--- config.mk ---
export PLATFORM = sky130hd
export DESIGN_NAME = rf_write_addr_encoder
export DESIGN_NICKNAME = d
export VERILOG_FILES = /design/src/rtl/rf_enc_pkg.sv /design/src/rtl/rf_write_addr_encoder_rr_pick.sv /design/src/rtl/rf_write_addr_encoder.sv
export SDC_FILE = /design/constraint.sdc
export NUM_CORES = 1
export LEC_CHECK = 0
export BUFFER_PORTS_ARGS = -buffer_cell sky130_fd_sc_hd__buf_2
export CAP_MARGIN = 0
export CORE_MARGIN = 1.5
export CORE_UTILIZATION = 41
export CTS_BUF_LIST = sky130_fd_sc_hd__clkbuf_2
export DETAILED_ROUTE_END_ITERATION = 8
export PLACE_DENSITY_LB_ADDON = 0.3
export SLEW_MARGIN = 5
export SYNTH_ARGS = -nofsm -noshare
export SYNTH_HDL_FRONTEND = slang
export SYNTH_SLANG_ARGS = --single-unit
--- constraint.sdc ---
create_clock -name clk -period 14.5 [get_ports clk]
set_clock_uncertainty 0.1 [all_clocks]
set_input_delay 1.45 -clock clk [delete_from_list [all_inputs] [get_ports clk]]
set_output_delay 1.45 -clock clk [all_outputs]
set_load 0.005 [all_outputs]
--- src/rtl/rf_enc_pkg.sv ---
// Shared types and helpers for the register-file write address encoder.
//   N          : number of registers / request lines
//   W          : binary register address width (log2 N)
//   reg_addr_t : binary register address
//   reg_mask_t : one bit per register
package rf_enc_pkg;

    localparam int unsigned N = 32;
    localparam int unsigned W = 5;

    typedef logic [W-1:0] reg_addr_t;
    typedef logic [N-1:0] reg_mask_t;

    // One-hot mask with only bit 'a' set.
    function automatic reg_mask_t onehot(input reg_addr_t a);
        return reg_mask_t'(1) << a;
    endfunction

endpackage : rf_enc_pkg

--- src/rtl/rf_write_addr_encoder_rr_pick.sv ---
// Round-robin picker: finds the first set bit of 'mask', searching upward
// from index 'ptr' and wrapping from N-1 back to 0. Purely combinational.
// Ports:
//   mask  in  N  candidate bits
//   ptr   in  W  search start index
//   idx   out W  index of the selected bit (ptr when nothing is set)
//   found out 1  at least one bit of mask is set
module rr_pick
    import rf_enc_pkg::*;
(
    input  reg_mask_t mask,
    input  reg_addr_t ptr,
    output reg_addr_t idx,
    output logic      found
);

    reg_mask_t w_rot;
    reg_addr_t w_off;

    // Rotate so that bit ptr lands at position 0.
    always_comb begin
        w_rot = '0;
        for (int i = 0; i < int'(N); i++) begin
            w_rot[i] = mask[reg_addr_t'(ptr + reg_addr_t'(i))];
        end
    end

    // Fixed-priority encode: lowest set bit of the rotated mask wins.
    always_comb begin
        w_off = '0;
        for (int i = int'(N) - 1; i >= 0; i--) begin
            if (w_rot[i]) begin
                w_off = reg_addr_t'(i);
            end
        end
    end

    // Undo the rotation; N is a power of two so W-bit wrap is mod N.
    assign idx   = reg_addr_t'(ptr + w_off);
    assign found = |mask;

endmodule : rr_pick

--- src/rtl/rf_write_addr_encoder.sv ---
// Register-file writeback address encoder: collects multi-hot write requests
// into a pending mask and issues one binary register address per cycle, in
// round-robin order, over a valid/ready handshake.
// Ports:
//   clk        in  1  system clock, rising edge
//   reset      in  1  asynchronous active-high reset
//   set_req    in  N  per-register request pulses
//   clear      in  1  synchronous flush of pending mask, slot and pointer
//   out_valid  out 1  out_addr holds a valid address
//   out_ready  in  1  consumer accepts out_addr this cycle
//   out_addr   out W  encoded register address
//   pending    out N  registered pending mask
//   busy       out 1  pending non-empty or slot occupied
module rf_write_addr_encoder
    import rf_enc_pkg::*;
(
    input  logic      clk,
    input  logic      reset,
    input  reg_mask_t set_req,
    input  logic      clear,
    output logic      out_valid,
    input  logic      out_ready,
    output reg_addr_t out_addr,
    output reg_mask_t pending,
    output logic      busy
);

    reg_mask_t r_pending;
    logic      r_out_valid;
    reg_addr_t r_out_addr;
    reg_addr_t r_ptr;

    reg_mask_t w_pending_nxt;
    logic      w_out_valid_nxt;
    reg_addr_t w_out_addr_nxt;
    reg_addr_t w_ptr_nxt;

    reg_addr_t w_idx;
    logic      w_found;
    logic      w_slot_free;
    logic      w_load;
    reg_mask_t w_load_mask;

    // Search only the registered mask; set_req never bypasses to the slot.
    rr_pick u_rr_pick (
        .mask  (r_pending),
        .ptr   (r_ptr),
        .idx   (w_idx),
        .found (w_found)
    );

    assign w_slot_free = !r_out_valid || out_ready;
    assign w_load      = w_slot_free && w_found;
    assign w_load_mask = w_load ? onehot(w_idx) : '0;

    // Next-state logic for the pending mask, output slot and pointer.
    always_comb begin
        w_pending_nxt   = r_pending;
        w_out_valid_nxt = r_out_valid;
        w_out_addr_nxt  = r_out_addr;
        w_ptr_nxt       = r_ptr;

        if (clear) begin
            w_pending_nxt   = '0;
            w_out_valid_nxt = 1'b0;
            w_ptr_nxt       = '0;
        end else begin
            // OR-ing set_req after the load clear lets a same-cycle re-request survive.
            w_pending_nxt = (r_pending & ~w_load_mask) | set_req;
            if (w_slot_free) begin
                if (w_found) begin
                    w_out_valid_nxt = 1'b1;
                    w_out_addr_nxt  = w_idx;
                    w_ptr_nxt       = reg_addr_t'(w_idx + reg_addr_t'(1));
                end else begin
                    w_out_valid_nxt = 1'b0;
                end
            end
        end
    end

    // State registers.
    always_ff @(posedge clk or posedge reset) begin
        if (reset) begin
            r_pending   <= '0;
            r_out_valid <= 1'b0;
            r_out_addr  <= '0;
            r_ptr       <= '0;
        end else begin
            r_pending   <= w_pending_nxt;
            r_out_valid <= w_out_valid_nxt;
            r_out_addr  <= w_out_addr_nxt;
            r_ptr       <= w_ptr_nxt;
        end
    end

    assign out_valid = r_out_valid;
    assign out_addr  = r_out_addr;
    assign pending   = r_pending;
    assign busy      = (|r_pending) || r_out_valid;

endmodule : rf_write_addr_encoder

; ---- After elaboration in Yosys (flattened, before gate mapping)
; Cells that the tools add are included.
; Widths: inputs -> output; s select.
[totals]
memories = 0
ff_bits = 43
elab_cells = 187
rom_bits = 0
inputBits = 36
out_inout_bits = 39
ram_bits = 0
latch_bits = 0
[classes]
eq_ne = 0
n_reduce_logical = 9
n_addsub = 33
bitwise = 4
muxes = 104
div = 0
n_lt_le_gt_ge = 32
n_shift = 1
mul = 0
[op_table]
columns = cell, count
row1 = $lt 5x6->1 const B, 32
row2 = $mux 5, 35
row3 = $bmux 1 s5, 32
row4 = $add 5x5->5 const B, 16
row5 = $mux 32, 2
row6 = $add 5x4->5 const B, 8
row7 = $mux 1, 35
row8 = $and 32x32->32, 1
row9 = $not 32->32, 1
row10 = $or 32x32->32, 1
row11 = $reduce_or 32->1, 1
row12 = $shl 1x5->32 const A, 1
row13 = $add 5x3->5 const B, 4
row14 = $add 5x1->5 const B, 2
row15 = $add 5x2->5 const B, 2
row16 = $add 5x5->5, 1
row17 = $reduce_bool 2->1, 2
row18 = $reduce_and 3->1, 1
row19 = $logic_or 1x1->1, 2
row20 = $reduce_and 2->1, 1
row21 = $logic_and 1x1->1, 1
row22 = $logic_not 1->1, 1
row23 = $not 1->1, 1

; ---- Longest topological paths before layout
[logic_depth]
depth_word = 42
mapped_depth = 26
mapped_depth_nobuf = 22

; ---- Cells and area by module
; From an unflattened synthesis, not the netlist that was laid out.
[hier_totals]
cells_unflattened = 508
area_unflattened_um2 = 5470.2
[modules_own_cells]
columns = module, cells_each, n_inst, area_per_inst_um2, seq_area_each_um2
row1 = rr_pick, 299, 1, 3260.6, 0.0
row2 = rf_write_addr_encoder, 209, 1, 2209.6, 1076.0

; ---- Worst setup path before layout
; Ideal clock, no wire load.
[synth_path]
path_type = reg-to-reg
start = register r_ptr[1]
end = register r_ptr[4]
synth_period_minus_slack_ns = 6.108
required_time_ns = 14.329
n_path_buf = 4
arrival_time_ns = 5.937
slack_ns = 8.392
path_stages_with_launch = 23
setup_ns = 0.071
path_cell_list = dfrtp_1 -> buf_2 -> buf_2 -> inv_1 -> ha_1 -> clkbuf_1 -> clkbuf_1 -> mux4_2 -> mux4_2 -> mux2_2 -> o22a_1 -> nor3b_1 -> o41ai_1 -> and2_1 -> o311ai_0 -> a211oi_1 -> ha_1 -> a21o_1 -> a21oi_1 -> xor2_1 -> nand2_1 -> or4_1 -> nand4_1
[synth_via]
elab_chain_len = 40
elab_cells_between_ends = 132
classes_between = add/sub (33) / mux (99)
[synth_rtl]
columns = element, line_no
row1 = "start, declared", rf_write_addr_encoder.sv:31  ; reg_addr_t r_ptr;
row2 = "start signal, assigned", rf_write_addr_encoder.sv:93  ; r_ptr <= w_ptr_nxt;
row3 = $add 5x5->5, rf_write_addr_encoder_rr_pick.sv:24  ; w_rot[i] = mask[reg_addr_t'(ptr + reg_addr_t'(i))];
row4 = $bmux 1 s5, rf_write_addr_encoder_rr_pick.sv:24
row5 = $mux 1 (not written as such), rf_write_addr_encoder_rr_pick.sv:24
row6 = $mux 5 (32 in series), rf_write_addr_encoder_rr_pick.sv:32  ; if (w_rot[i]) begin
row7 = $add 5x5->5 *, rf_write_addr_encoder_rr_pick.sv:39  ; assign idx = reg_addr_t'(ptr + w_off);
row8 = $add 5x1->5 *, rf_write_addr_encoder.sv:74  ; w_ptr_nxt = reg_addr_t'(w_idx + reg_addr_t'(1));
row9 = $mux 5 *, rf_write_addr_encoder.sv:71  ; if (w_found) begin
row10 = $mux 5 *, rf_write_addr_encoder.sv:70  ; if (w_slot_free) begin
row11 = $mux 5 *, rf_write_addr_encoder.sv:63  ; if (clear) begin
; Every way passes the cells marked *; elsewhere a longest branch is shown, timed or not. The select of a mux whose other input is x is not followed.
; A chain may end at the register's enable or synchronous reset.

; ---- Worst setup path in the final report
[layout_path]
start = register r_ptr[0]
end = register r_pending[26], in the netlist pending[26]
[layout_via]
elab_chain_len = 42
elab_cells_between_ends = 134
classes_between = add/sub (32) / shift (1) / mux (98) / bitwise (3)
[layout_rtl]
columns = element, line_no
row1 = $add 5x5->5, rf_write_addr_encoder_rr_pick.sv:24
row2 = $bmux 1 s5, rf_write_addr_encoder_rr_pick.sv:24
row3 = $mux 1 (not written as such), rf_write_addr_encoder_rr_pick.sv:24
row4 = $mux 5 (32 in series), rf_write_addr_encoder_rr_pick.sv:32
row5 = $add 5x5->5 *, rf_write_addr_encoder_rr_pick.sv:39
row6 = $shl 1x5->32 *, rf_enc_pkg.sv:16  ; return reg_mask_t'(1) << a;
row7 = $mux 32 *, rf_write_addr_encoder.sv:54  ; assign w_load_mask = w_load ? onehot(w_idx) : '0;
row8 = $not 32->32 *, rf_write_addr_encoder.sv:69  ; w_pending_nxt = (r_pending & ~w_load_mask) | set_req;
row9 = $and 32x32->32 *, rf_write_addr_encoder.sv:69
row10 = $or 32x32->32 *, rf_write_addr_encoder.sv:69
row11 = $mux 32 *, rf_write_addr_encoder.sv:63
row12 = via w_pending_nxt[26], rf_write_addr_encoder.sv:33  ; reg_mask_t w_pending_nxt;
row13 = "end signal, assigned", rf_write_addr_encoder.sv:90  ; r_pending <= w_pending_nxt;
row14 = "end, declared", rf_write_addr_encoder.sv:28  ; reg_mask_t r_pending;
; The timed path passes the listed nets; every way through them passes the cells marked *. The select of a mux whose other input is x is not followed.

==> summary.md <==
| Metric | Value |
|---|---|
| Die Width | 117.7 um |
| Multiplexer share of the synthesized area | 39.44% |
| Clk slew on worst S/H paths | 220 ps |
| Simple-gate share of the synthesized area | 14.21% |
| Initial antenna violation count | 0 |
| CTS root buf | clkbuf_2 |
| Clk_lat worst skew | 430 ps |
| Tcrit/Tclk final | 49.67% |
| Detailed Route Iter0 Violations | 372 |
| YS warnings | 0 |
| GP Congestion | 0.9339 |
| Max-slew violations | 0 |
| Relative slew slack | 30.19% |
| Post-synthesis cell type count | 51 |
| Post-route ant nets | 0 |
| Dpl hpwl | 12820 um |
| Post-synth EDFFs | 0 |
| Yosys reg bits | 43 |
| Startpoint types | register |
| Final WL | 16210 um |
| Die area | 0.01386 mm2 |
| Post-synth top flop | dfrtp_1 |
| DRC viols | 0 |
| Critical Path RT | 14690 ps |
| CTS Buffer Depth | 2 |
| Register area share after synthesis | 19.94% |
| Inserted Diodes | 0 |
| Worst hold path class | register to register |
| Core box area | 0.01272 mm2 |
| Share of flip-flops with an asynchronous set or reset | 100.0% |
| Setup Total Neg Slack | 0 ps |
| RSZ-0062 raised after global routing | no |
| Avg Vias per Cell | 6.345 |
| WL met1 | 7115 um |
| Layout area overhead | 10.53% |
| Tmin final | 7203 ps |
| GR Util All Layers | 23.63% |
| Status | complete, no violations |
| Routed met2 length | 7652 um |
| First-pass GRT wire length | 26030 um |
| Highest Signal Layer | met4 |
| Critical path arrival | 7390 ps |
| Max FO, Critical Path | 40 |
| PortBufs | 74 |
| Worst Tran Pin Value | 1047 ps |
| Share of cells above drive strength 1 | 30.57% |
| Vias post-DR | 4765 |
| Pre-antenna DRT Iters | 5 |
| Row count | 41 |
| Hold Violations, Final | 0 |
| # IOs | 75 |
| Post-cts sizing count | 0 |
| CTS sink cnt | 43 |
| Post-layout util | 46.88% |
| TritonCTS clock tree | yes |
| Total CTS buffers | 5 |
| Nets@finish | 637 |
| XOR/XNOR Fraction of Synth Area | 5.773% |
| Vias in the first global route | 4678 |
| Postcts setup bufs | 0 |
| Final setup viols | 0 |
| CP Capture Type | register |
| Synth Area in Compound Gates | 11.25% |
| Synth Area in Adders | 5.472% |
| Met3 wire length | 1108 um |
| # hold bufs at CTS | 0 |
| Largest family of logic cells by synthesized area | multiplexers |
| Chip height | 117.7 um |
| Synth Cell Area | 0.005396 mm2 |
| Max Clk Rate | 138.8 MHz |
| WS Path Type | register to register |
| Synth Area per Inst | 10.48 um2 |
| DR WL/cell | 21.58 um |
| Synthesized instance count | 515 |
| GRT overflow | 0 |
| Max-cap violations | 0 |
| Starting density of the core | 42.42% |
| Mapped Nets | 574 |
| Htree depth | 2 |
| Largest net degree at the start of global routing | 44 |
[critical path: stages (launching register included)]
cell and delay (ps):
dfrtp_2 1090, inv_1 170, ha_1 770, mux4_2 500
mux4_2 530, mux2_2 280, o22a_1 210, a21oi_1 180
o21ai_0 120, nand3_1 100, a31oi_1 110, o41ai_1 800
ha_1 370, a21o_1 150, a21oi_1 170, xnor2_1 350
nand2_1 160, nor2_1 150, nand2_1 90, mux2i_1 450
a311oi_1 180
[final cells by class]
class	instances	area (um2)
Multi-Input combinational cell	418	4109
Clock buffer	6	30.03
Inverter	32	120.1
Fill cell	1260	6758
Tap cell	172	215.2
Timing Repair Buffer	78	400.4
Sequential cell	43	1077
Clock inverter	2	12.51
[cell usage after synthesis, types with 11 or more instances]
cell	count	area (um2)
a21oi_1	18	90.09
a311oi_1	30	262.8
clkbuf_1	13	48.80
dfrtp_1	43	1076
ha_1	22	275.3
inv_1	31	116.4
mux2i_1	45	450.4
mux4_2	70	1577
nand2_1	31	116.4
nand3_1	11	55.05
nor2_1	54	202.7
nor2b_1	18	112.6
xnor2_1	20	175.2
[registers in the layout, indices dropped and copies added (netlist names)]
signal	count
out_valid	1
out_addr	5
r_ptr	5
pending	32
[final timing paths]
| path | start | to | slack [ps] | depth (start not counted) |
|---|---|---|---|---|
| setup reg to reg | r_ptr[0] | pending[26] | 7300 | 20 |
| min in group asynchronous | reset | pending[20] | 1020 | 3 |
| hold / removal | out_addr[1] | out_addr[1] | 430 | 2 |
| hold reg to reg | out_addr[1] | out_addr[1] | 430 | 2 |
| max in group asynchronous | reset | r_ptr[0] | 12870 | 3 |
| setup / recovery | r_ptr[0] | pending[26] | 7300 | 20 |
[layout by cell type, fill, tap and decap left out, types with 2 or more instances in the layout]
master	count
nand2b_1	4
a21o_1	3
ha_1	22
o21ai_0	10
clkbuf_2	6
or2_2	3
o21ai_1	4
or4_1	2
nor4_1	8
mux4_2	70
nor2_1	54
nand3_1	11
nand4_1	4
nor3_1	4
nor3b_1	2
nor2b_1	18
dfrtp_1	42
inv_1	31
xnor2_1	20
a21boi_0	3
nand2_1	31
mux2_2	9
o41ai_1	2
xnor2_2	3
mux2i_1	45
buf_2	74
a211oi_1	6
and3_1	2
buf_4	4
and4_1	2
xor2_1	10
and2_1	2
a311oi_1	30
a21oi_1	18
[cell families (layout without fill, tap and decap cells)]
family / count (synthesis) / in the layout
flops: 43 / 43
buf+inv: 54 / 118
compound gates: 85 / 85
mux: 124 / 124
fa+ha+maj: 23 / 23
simple gates: 153 / 153
xor+xnor: 33 / 33
[layer usage]
layer  vias up  GRT usage (%)
met5         -              0
met4         0          6.555
met3        21          2.713
met2       204          38.45
met1      2397          33.50
li1       2143              -
[per-stage QoR]
| stage | setup WS [ps] | hold WS [ps] | instance area [um2] | std cells |
|---|---|---|---|---|
| floorplan | 8392 | 373.3 | 5396 | 515 |
| global placement | 7513 | 370.3 | 5922 | 743 |
| detailed placement | 7398 | 381.0 | 5922 | 743 |
| CTS | 7323 | 428.0 | 5964 | 751 |
| global route | 6637 | 460.5 | 5964 | 751 |
| finish | 7297 | 427.6 | 5964 | 751 |
Power is not shown: default switching activity piles up to over one toggle a cycle in this logic, so the estimate is an artifact.
